--- src/rtl/mt_pkg.sv ---
// Shared constants, default geometry and FSM state type for the MT19937 RAM-backed engine.
package mt_pkg;

  localparam logic [31:0] MATRIX_A   = 32'h9908_B0DF;
  localparam logic [31:0] UPPER_MASK = 32'h8000_0000;
  localparam logic [31:0] LOWER_MASK = 32'h7FFF_FFFF;
  localparam logic [31:0] TEMPER_B   = 32'h9D2C_5680;
  localparam logic [31:0] TEMPER_C   = 32'hEFC6_0000;
  localparam logic [31:0] INIT_MULT  = 32'd1812433253;

  localparam int DEFAULT_N = 624;
  localparam int DEFAULT_M = 397;

  typedef enum logic [2:0] {
    ST_UNSEEDED,
    ST_INIT,
    ST_RD0,
    ST_RD1,
    ST_RD2,
    ST_WR,
    ST_OUT
  } mt_state_e;

endpackage

--- src/rtl/mt_temper.sv ---
// Combinational MT19937 output tempering.
module mt_temper
  import mt_pkg::*;
(
  input  logic [31:0] word,
  output logic [31:0] tempered
);

  logic [31:0] t1;
  logic [31:0] t2;
  logic [31:0] t3;

  assign t1       = word ^ (word >> 11);
  assign t2       = t1 ^ ((t1 << 7) & TEMPER_B);
  assign t3       = t2 ^ ((t2 << 15) & TEMPER_C);
  assign tempered = t3 ^ (t3 >> 18);

endmodule

--- src/rtl/mt_ram_ctrl.sv ---
// MT19937 engine holding its state table in an external single-port RAM.
// Seeds the table, twists one word in place per draw and streams tempered output.
//
//   state    | meaning
//   UNSEEDED | after reset, waiting for a seed; no RAM access
//   INIT     | writing seed-expanded word k to addr k, one per cycle
//   RD0      | read x[i]
//   RD1      | read x[i+1]; capture x[i]
//   RD2      | read x[i+M]; capture x[i+1]
//   WR       | x[i+M] on ram_dout; write twisted word, register tempered output
//   OUT      | rand_valid held until accepted, then advance i
module mt_ram_ctrl
  import mt_pkg::*;
#(
  parameter int ADDR_WIDTH = 10,
  parameter int N          = DEFAULT_N,
  parameter int M          = DEFAULT_M
) (
  input  logic                  clk,
  input  logic                  rst_n,
  input  logic                  seed_valid,
  input  logic [31:0]           seed,
  output logic                  busy,
  output logic                  rand_valid,
  input  logic                  rand_ready,
  output logic [31:0]           rand_data,
  output logic                  ram_cs,
  output logic                  ram_we,
  output logic                  ram_oe,
  output logic [ADDR_WIDTH-1:0] ram_addr,
  output logic [31:0]           ram_din,
  input  logic [31:0]           ram_dout
);

  localparam logic [ADDR_WIDTH-1:0] IDX_LAST = ADDR_WIDTH'(N - 1);
  localparam logic [ADDR_WIDTH:0]   M_EXT    = (ADDR_WIDTH + 1)'(M);
  localparam logic [ADDR_WIDTH:0]   N_EXT    = (ADDR_WIDTH + 1)'(N);

  mt_state_e             state;
  logic [ADDR_WIDTH-1:0] idx;
  logic [31:0]           x_init;
  logic [31:0]           x_i;
  logic [31:0]           x_i1;

  logic [ADDR_WIDTH-1:0] idx_inc;
  logic [ADDR_WIDTH:0]   sum_m;
  logic [ADDR_WIDTH-1:0] idx_m;
  logic [31:0]           init_next;
  logic [31:0]           y;
  logic [31:0]           twisted;
  logic [31:0]           tempered;

  always_comb begin
    idx_inc = (idx == IDX_LAST) ? '0 : idx + 1'b1;
    sum_m   = {1'b0, idx} + M_EXT;
    idx_m   = (sum_m >= N_EXT) ? ADDR_WIDTH'(sum_m - N_EXT) : sum_m[ADDR_WIDTH-1:0];
  end

  // x_init holds x[k] while it is written; the next word uses index k+1.
  assign init_next = INIT_MULT * (x_init ^ (x_init >> 30)) + 32'(idx) + 32'd1;

  assign y       = (x_i & UPPER_MASK) | (x_i1 & LOWER_MASK);
  assign twisted = ram_dout ^ (y >> 1) ^ (y[0] ? MATRIX_A : 32'h0);

  mt_temper u_temper (
    .word     (twisted),
    .tempered (tempered)
  );

  // A seed load in the same cycle cancels whatever access the current state wanted.
  always_comb begin
    ram_cs   = 1'b0;
    ram_we   = 1'b0;
    ram_oe   = 1'b0;
    ram_addr = '0;
    ram_din  = '0;
    if (!seed_valid) begin
      case (state)
        ST_INIT: begin
          ram_cs   = 1'b1;
          ram_we   = 1'b1;
          ram_addr = idx;
          ram_din  = x_init;
        end
        ST_RD0: begin
          ram_cs   = 1'b1;
          ram_oe   = 1'b1;
          ram_addr = idx;
        end
        ST_RD1: begin
          ram_cs   = 1'b1;
          ram_oe   = 1'b1;
          ram_addr = idx_inc;
        end
        ST_RD2: begin
          ram_cs   = 1'b1;
          ram_oe   = 1'b1;
          ram_addr = idx_m;
        end
        ST_WR: begin
          ram_cs   = 1'b1;
          ram_we   = 1'b1;
          ram_addr = idx;
          ram_din  = twisted;
        end
        default: ;
      endcase
    end
  end

  always_ff @(posedge clk or negedge rst_n) begin
    if (!rst_n) begin
      state      <= ST_UNSEEDED;
      idx        <= '0;
      x_init     <= '0;
      x_i        <= '0;
      x_i1       <= '0;
      rand_data  <= '0;
      rand_valid <= 1'b0;
      busy       <= 1'b0;
    end else if (seed_valid) begin
      state      <= ST_INIT;
      idx        <= '0;
      x_init     <= seed;
      rand_valid <= 1'b0;
      busy       <= 1'b1;
    end else begin
      case (state)
        ST_INIT: begin
          x_init <= init_next;
          if (idx == IDX_LAST) begin
            idx   <= '0;
            state <= ST_RD0;
          end else begin
            idx <= idx + 1'b1;
          end
        end
        ST_RD0: state <= ST_RD1;
        ST_RD1: begin
          x_i   <= ram_dout;
          state <= ST_RD2;
        end
        ST_RD2: begin
          x_i1  <= ram_dout;
          state <= ST_WR;
        end
        ST_WR: begin
          rand_data  <= tempered;
          rand_valid <= 1'b1;
          busy       <= 1'b0;
          state      <= ST_OUT;
        end
        ST_OUT: begin
          if (rand_ready) begin
            rand_valid <= 1'b0;
            busy       <= 1'b1;
            idx        <= idx_inc;
            state      <= ST_RD0;
          end
        end
        default: state <= ST_UNSEEDED;
      endcase
    end
  end

endmodule

--- config.mk ---
export PLATFORM = sky130hd
export DESIGN_NAME = mt_ram_ctrl
export DESIGN_NICKNAME = d
export VERILOG_FILES = /design/src/rtl/mt_pkg.sv /design/src/rtl/mt_temper.sv /design/src/rtl/mt_ram_ctrl.sv
export SDC_FILE = /design/constraint.sdc
export NUM_CORES = 1
export LEC_CHECK = 0
export ABC_AREA = 1
export BUFFER_PORTS_ARGS = -buffer_cell sky130_fd_sc_hd__buf_4
export CORE_MARGIN = 1
export CORE_UTILIZATION = 61
export DETAILED_ROUTE_END_ITERATION = 7
export GPL_ROUTABILITY_DRIVEN = 0
export GPL_TIMING_DRIVEN = 0
export PLACE_DENSITY = 0.78
export SETUP_SLACK_MARGIN = 0.02
export SYNTH_ARGS = -nofsm -noshare
export SYNTH_HDL_FRONTEND = slang
export SYNTH_HIERARCHICAL = 1
export SYNTH_SLANG_ARGS = --single-unit
--- constraint.sdc ---
create_clock -name clk -period 8.25 [get_ports clk]
set_input_delay 2.475 -clock clk [delete_from_list [all_inputs] [get_ports clk]]
set_output_delay 2.475 -clock clk [all_outputs]
set_load 0.005 [all_outputs]
==> results.md <==
- Post-CTS timing repair inserted 0 buffers for setup.
- Detailed routing placed a total of 3940 µm of wire on met3.
- The initial antenna violation count was 0.
- The arrival time of the worst setup path is 7560 ps.
- Entering global routing, the biggest net connects 59 pins.
- The number of pins with negative max-slew slack in the final report came to 0.
- Across the routed clock network, the largest skew measured is 12.6 ps.
- The core region is 25300 µm².
- The start-to-end type of the worst setup path is flop to flop.
- The slew at the pin closest to its max-slew limit is between 900 and 1000 ps.
- In this run the worst path has a maximum fanout of 5.
- The worst reg-to-reg setup slack is 940 ps.
- The die height is around 160 µm.
- The total routing usage reported by global routing is 35.1%.
- The met2 routed wirelength is 20400 µm.
- Ranked by instance count, the synthesized netlist is headed by 434 x sky130_fd_sc_hd__inv_1, 433 x sky130_fd_sc_hd__nand2_1, 244 x sky130_fd_sc_hd__ha_1.
- The delay contributed by the slowest stage of the critical path is 720 ps.
- The filler cell count in the final layout is roughly 2k.
- The async set-reset flop share out of synthesis is 100%.
- The first detailed-routing pass took 7 iterations.
- The post-cts resize count is 0.
- The count of nets left with antenna violations once routing finished came out at 0.
- The flow ran to the end, and the final reports show no timing, DRC or antenna violations.
- In this run, synthesis produced a sequential element count of 111.
- The via density per instance is 5.57.
- The area added between synthesis and finish is 11.6%.
- Setup violations remaining at the end of the flow were counted as 0.
- The number of warning messages in the yosys log is 6.
- The TritonCTS buffer count is 9.
- The kind of capture point of the worst setup path is a flop.
- The number of global-route vias before repair was 13.8k.
- The global route total overflow is 0.
- The worst path uses between 80% and 90% of the clock period.
- Yosys mapped a number of flops with a built-in enable equal to 0.
- The H-tree was split into 3 levels.
- The antenna diode instance count is 0.
- The number of design rule violations left after detail routing is 0.
- After legalization and detailed placement, the total HPWL measured 37000 µm.
- The mean instance size in the synthesized netlist is 8.16 µm².
- The layout net count is 2567.
- The synthesized net count is 2410.
- The later pin in the worst-skew pair is clocked with a latency of 370 ps.
- The wire length of the first global-routing pass is 71100 µm.
- In the final routing, the length of wire on met1 measures 18000 µm.
- The slowest cell on the critical path is sky130_fd_sc_hd__xnor2_1.
- The count of endpoints failing hold in the final timing report is 0.
- The longest clock path from root to sink contains 2 buffers.
- The top flip-flop cell by instance count after synthesis is sky130_fd_sc_hd__dfrtp_1.
- Clock tree synthesis selected as its root buffer the cell sky130_fd_sc_hd__clkbuf_16.
- After clock tree synthesis, the flow added hold-fix buffers numbering 0.
- By area the synthesized netlist is led by sky130_fd_sc_hd__fa_1 19%, sky130_fd_sc_hd__ha_1 19%, sky130_fd_sc_hd__dfrtp_1 18%, sky130_fd_sc_hd__inv_1 10%, sky130_fd_sc_hd__nand2_1 10%.
- Dividing the detail-routed wire length by the instance count gives 18.3 µm.
- After floorplanning, the core was divided into 58 placement rows.
- Buffers placed on the I/O ports in this run total 145.
- The clock-pin slew reported for the worst setup and hold paths after clock tree synthesis is about 80 ps.
- Yosys mapped the design onto 51 distinct sky130hd cell types.
- The most common cell in the synthesized netlist is sky130_fd_sc_hd__inv_1.
- The required time at the worst-slack endpoint is 8500 ps.
- Across the run, the number of max-cap violations was 0.
- The die covers approximately 27000 µm².
- After synthesis the cells add up to 15900 µm².
- The sum of negative setup slack is 0 ps.
- Derived from the worst setup path, the maximum achievable clock frequency is 137 MHz.
- The layout cell share with drive strength beyond 1 is 11.3%.
- Cells fill 69.9% of the core in the end.
- The CTS tree is built.
- After synthesis, flip-flops and latches occupy 17.5% of the total area.
- The biggest area contributor in the post-synthesis netlist is sky130_fd_sc_hd__fa_1.
- Setup repair after global routing left no endpoint under its margin.
- CTS saw 111 sinks.
- The width of the die is 163 µm.
- The effective utilization at floorplan is 62.6%.
- The synthesized design devotes to its leading area cell type 19.4% of total area.
- For this block, the initial DRC count from the detailed router was 1326.
- In the synthesized netlist, the number of instances is 1944.
- The count of boundary I/O pins is 147.
- The path class of the lowest-slack min-delay path is flop to flop.
- The worst slew slack as a fraction of its limit is 36.7%.
- Counting I/O delays and the setup requirement, the final critical path takes 7310 ps.
- Summed over all layers, the routed wires come to between 40000 and 50000 µm.
- The total via count in the routed design is 13.6k.
- STA classifies the critical path startpoint as a flop.
- The uppermost layer routed is met4.
==> kinds of logic (layout without fill, tap and decap cells) <==
| group | after synthesis | count (layout) | share of synthesized area [%] |
|---|---|---|---|
| and+or+nand+nor | 616 | 616 | 16.4 |
| buffers and inverters | 479 | 641 | 11.5 |
| adders and majority gates | 398 | 398 | 38.7 |
| AOI/OAI and AO/OA | 199 | 199 | 7.41 |
| DFF | 111 | 111 | 17.5 |
| xor gates and xnor gates | 109 | 109 | 6.21 |
| muxes | 32 | 32 | 2.27 |
==> registers in the layout (all words and copies together) (netlist names) <==
signal / count
state: 3
rand_valid: 1
x_i: 1
x_init: 32
rand_data: 32
idx: 10
busy: 1
x_i1: 31
==> stage by stage <==
stage,cell area [µm²],setup slack [ps],hold WS (ps),instances
after floorplan,15900,2160,465,1944
after global placement,17400,1180,457,2419
after detailed placement,17400,1200,460,2420
after CTS,17700,1200,482,2436
after global routing,17700,640,506,2436
final,17700,943,480,2436
==> worst paths after layout <==
check	depth (start not counted)	startpoint	end
setup / recovery	28	x_init[31]$_DFFE_PN0P_	x_init[26]$_DFFE_PN0P_
hold / removal	2	rand_data[28]$_DFFE_PN0P_	rand_data[28]$_DFFE_PN0P_
setup reg to reg	28	x_init[31]$_DFFE_PN0P_	x_init[26]$_DFFE_PN0P_
hold reg to reg	2	rand_data[28]$_DFFE_PN0P_	rand_data[28]$_DFFE_PN0P_
max in group asynchronous	2	rst_n	x_i1[11]$_DFFE_PN0P_
min in group asynchronous	1	rst_n	rand_data[16]$_DFFE_PN0P_
==> cell usage in the layout, fill, tap and decap left out, drive strengths merged <==
cell	n
clkinv	7
a31o	1
o221ai	6
nand2	445
o21ai	62
xnor2	60
xor2	49
nand3b	5
a21o	4
o2111ai	1
nor4	4
nor2	62
o31ai	1
ha	244
o21a	4
buf	154
a31oi	4
nand4	13
a21oi	63
fa	154
a211oi	1
a22oi	2
nand3	72
or2	6
clkbuf	35
o22ai	24
nor3	8
o211a	1
o211ai	16
a21boi	2
nor3b	1
o21bai	6
dfrtp	111
o32ai	1
mux2	32
inv	445
==> layout make-up <==
type                            instances  area, µm²  area share (%)
Tap cell                              330        413            2.33
Sequential cell                       111       2780            15.7
Inverter                              445       1670            9.45
Buffer                                 34        156           0.884
Multi-Input combinational cell       1354      11300            63.6
Timing Repair Buffer                  146       1120            6.31
Clock inverter                          7       78.8           0.445
Clock buffer                            9        225            1.27
==> layer usage <==
metal	GRT usage, %	vias to the layer above
met3	5.31	141
li1	-	6373
met5	0	-
met2	56.6	632
met4	16.2	0
met1	46.5	6412
==> worst max-delay path: cells and delay by family (launching register included) <==
| kind | cells | cell delay, ps |
|---|---|---|
| AO/OA/AOI/OAI | 1 | 190 |
| XOR/XNOR | 2 | 910 |
| adder cells (fa/ha/maj) | 9 | 3370 |
| buffers and inverters | 5 | 460 |
| flip-flops | 1 | 470 |
| AND/OR/NAND/NOR | 11 | 1800 |
Power is not shown: default switching activity piles up to over one toggle a cycle in this logic, so the estimate is an artifact.
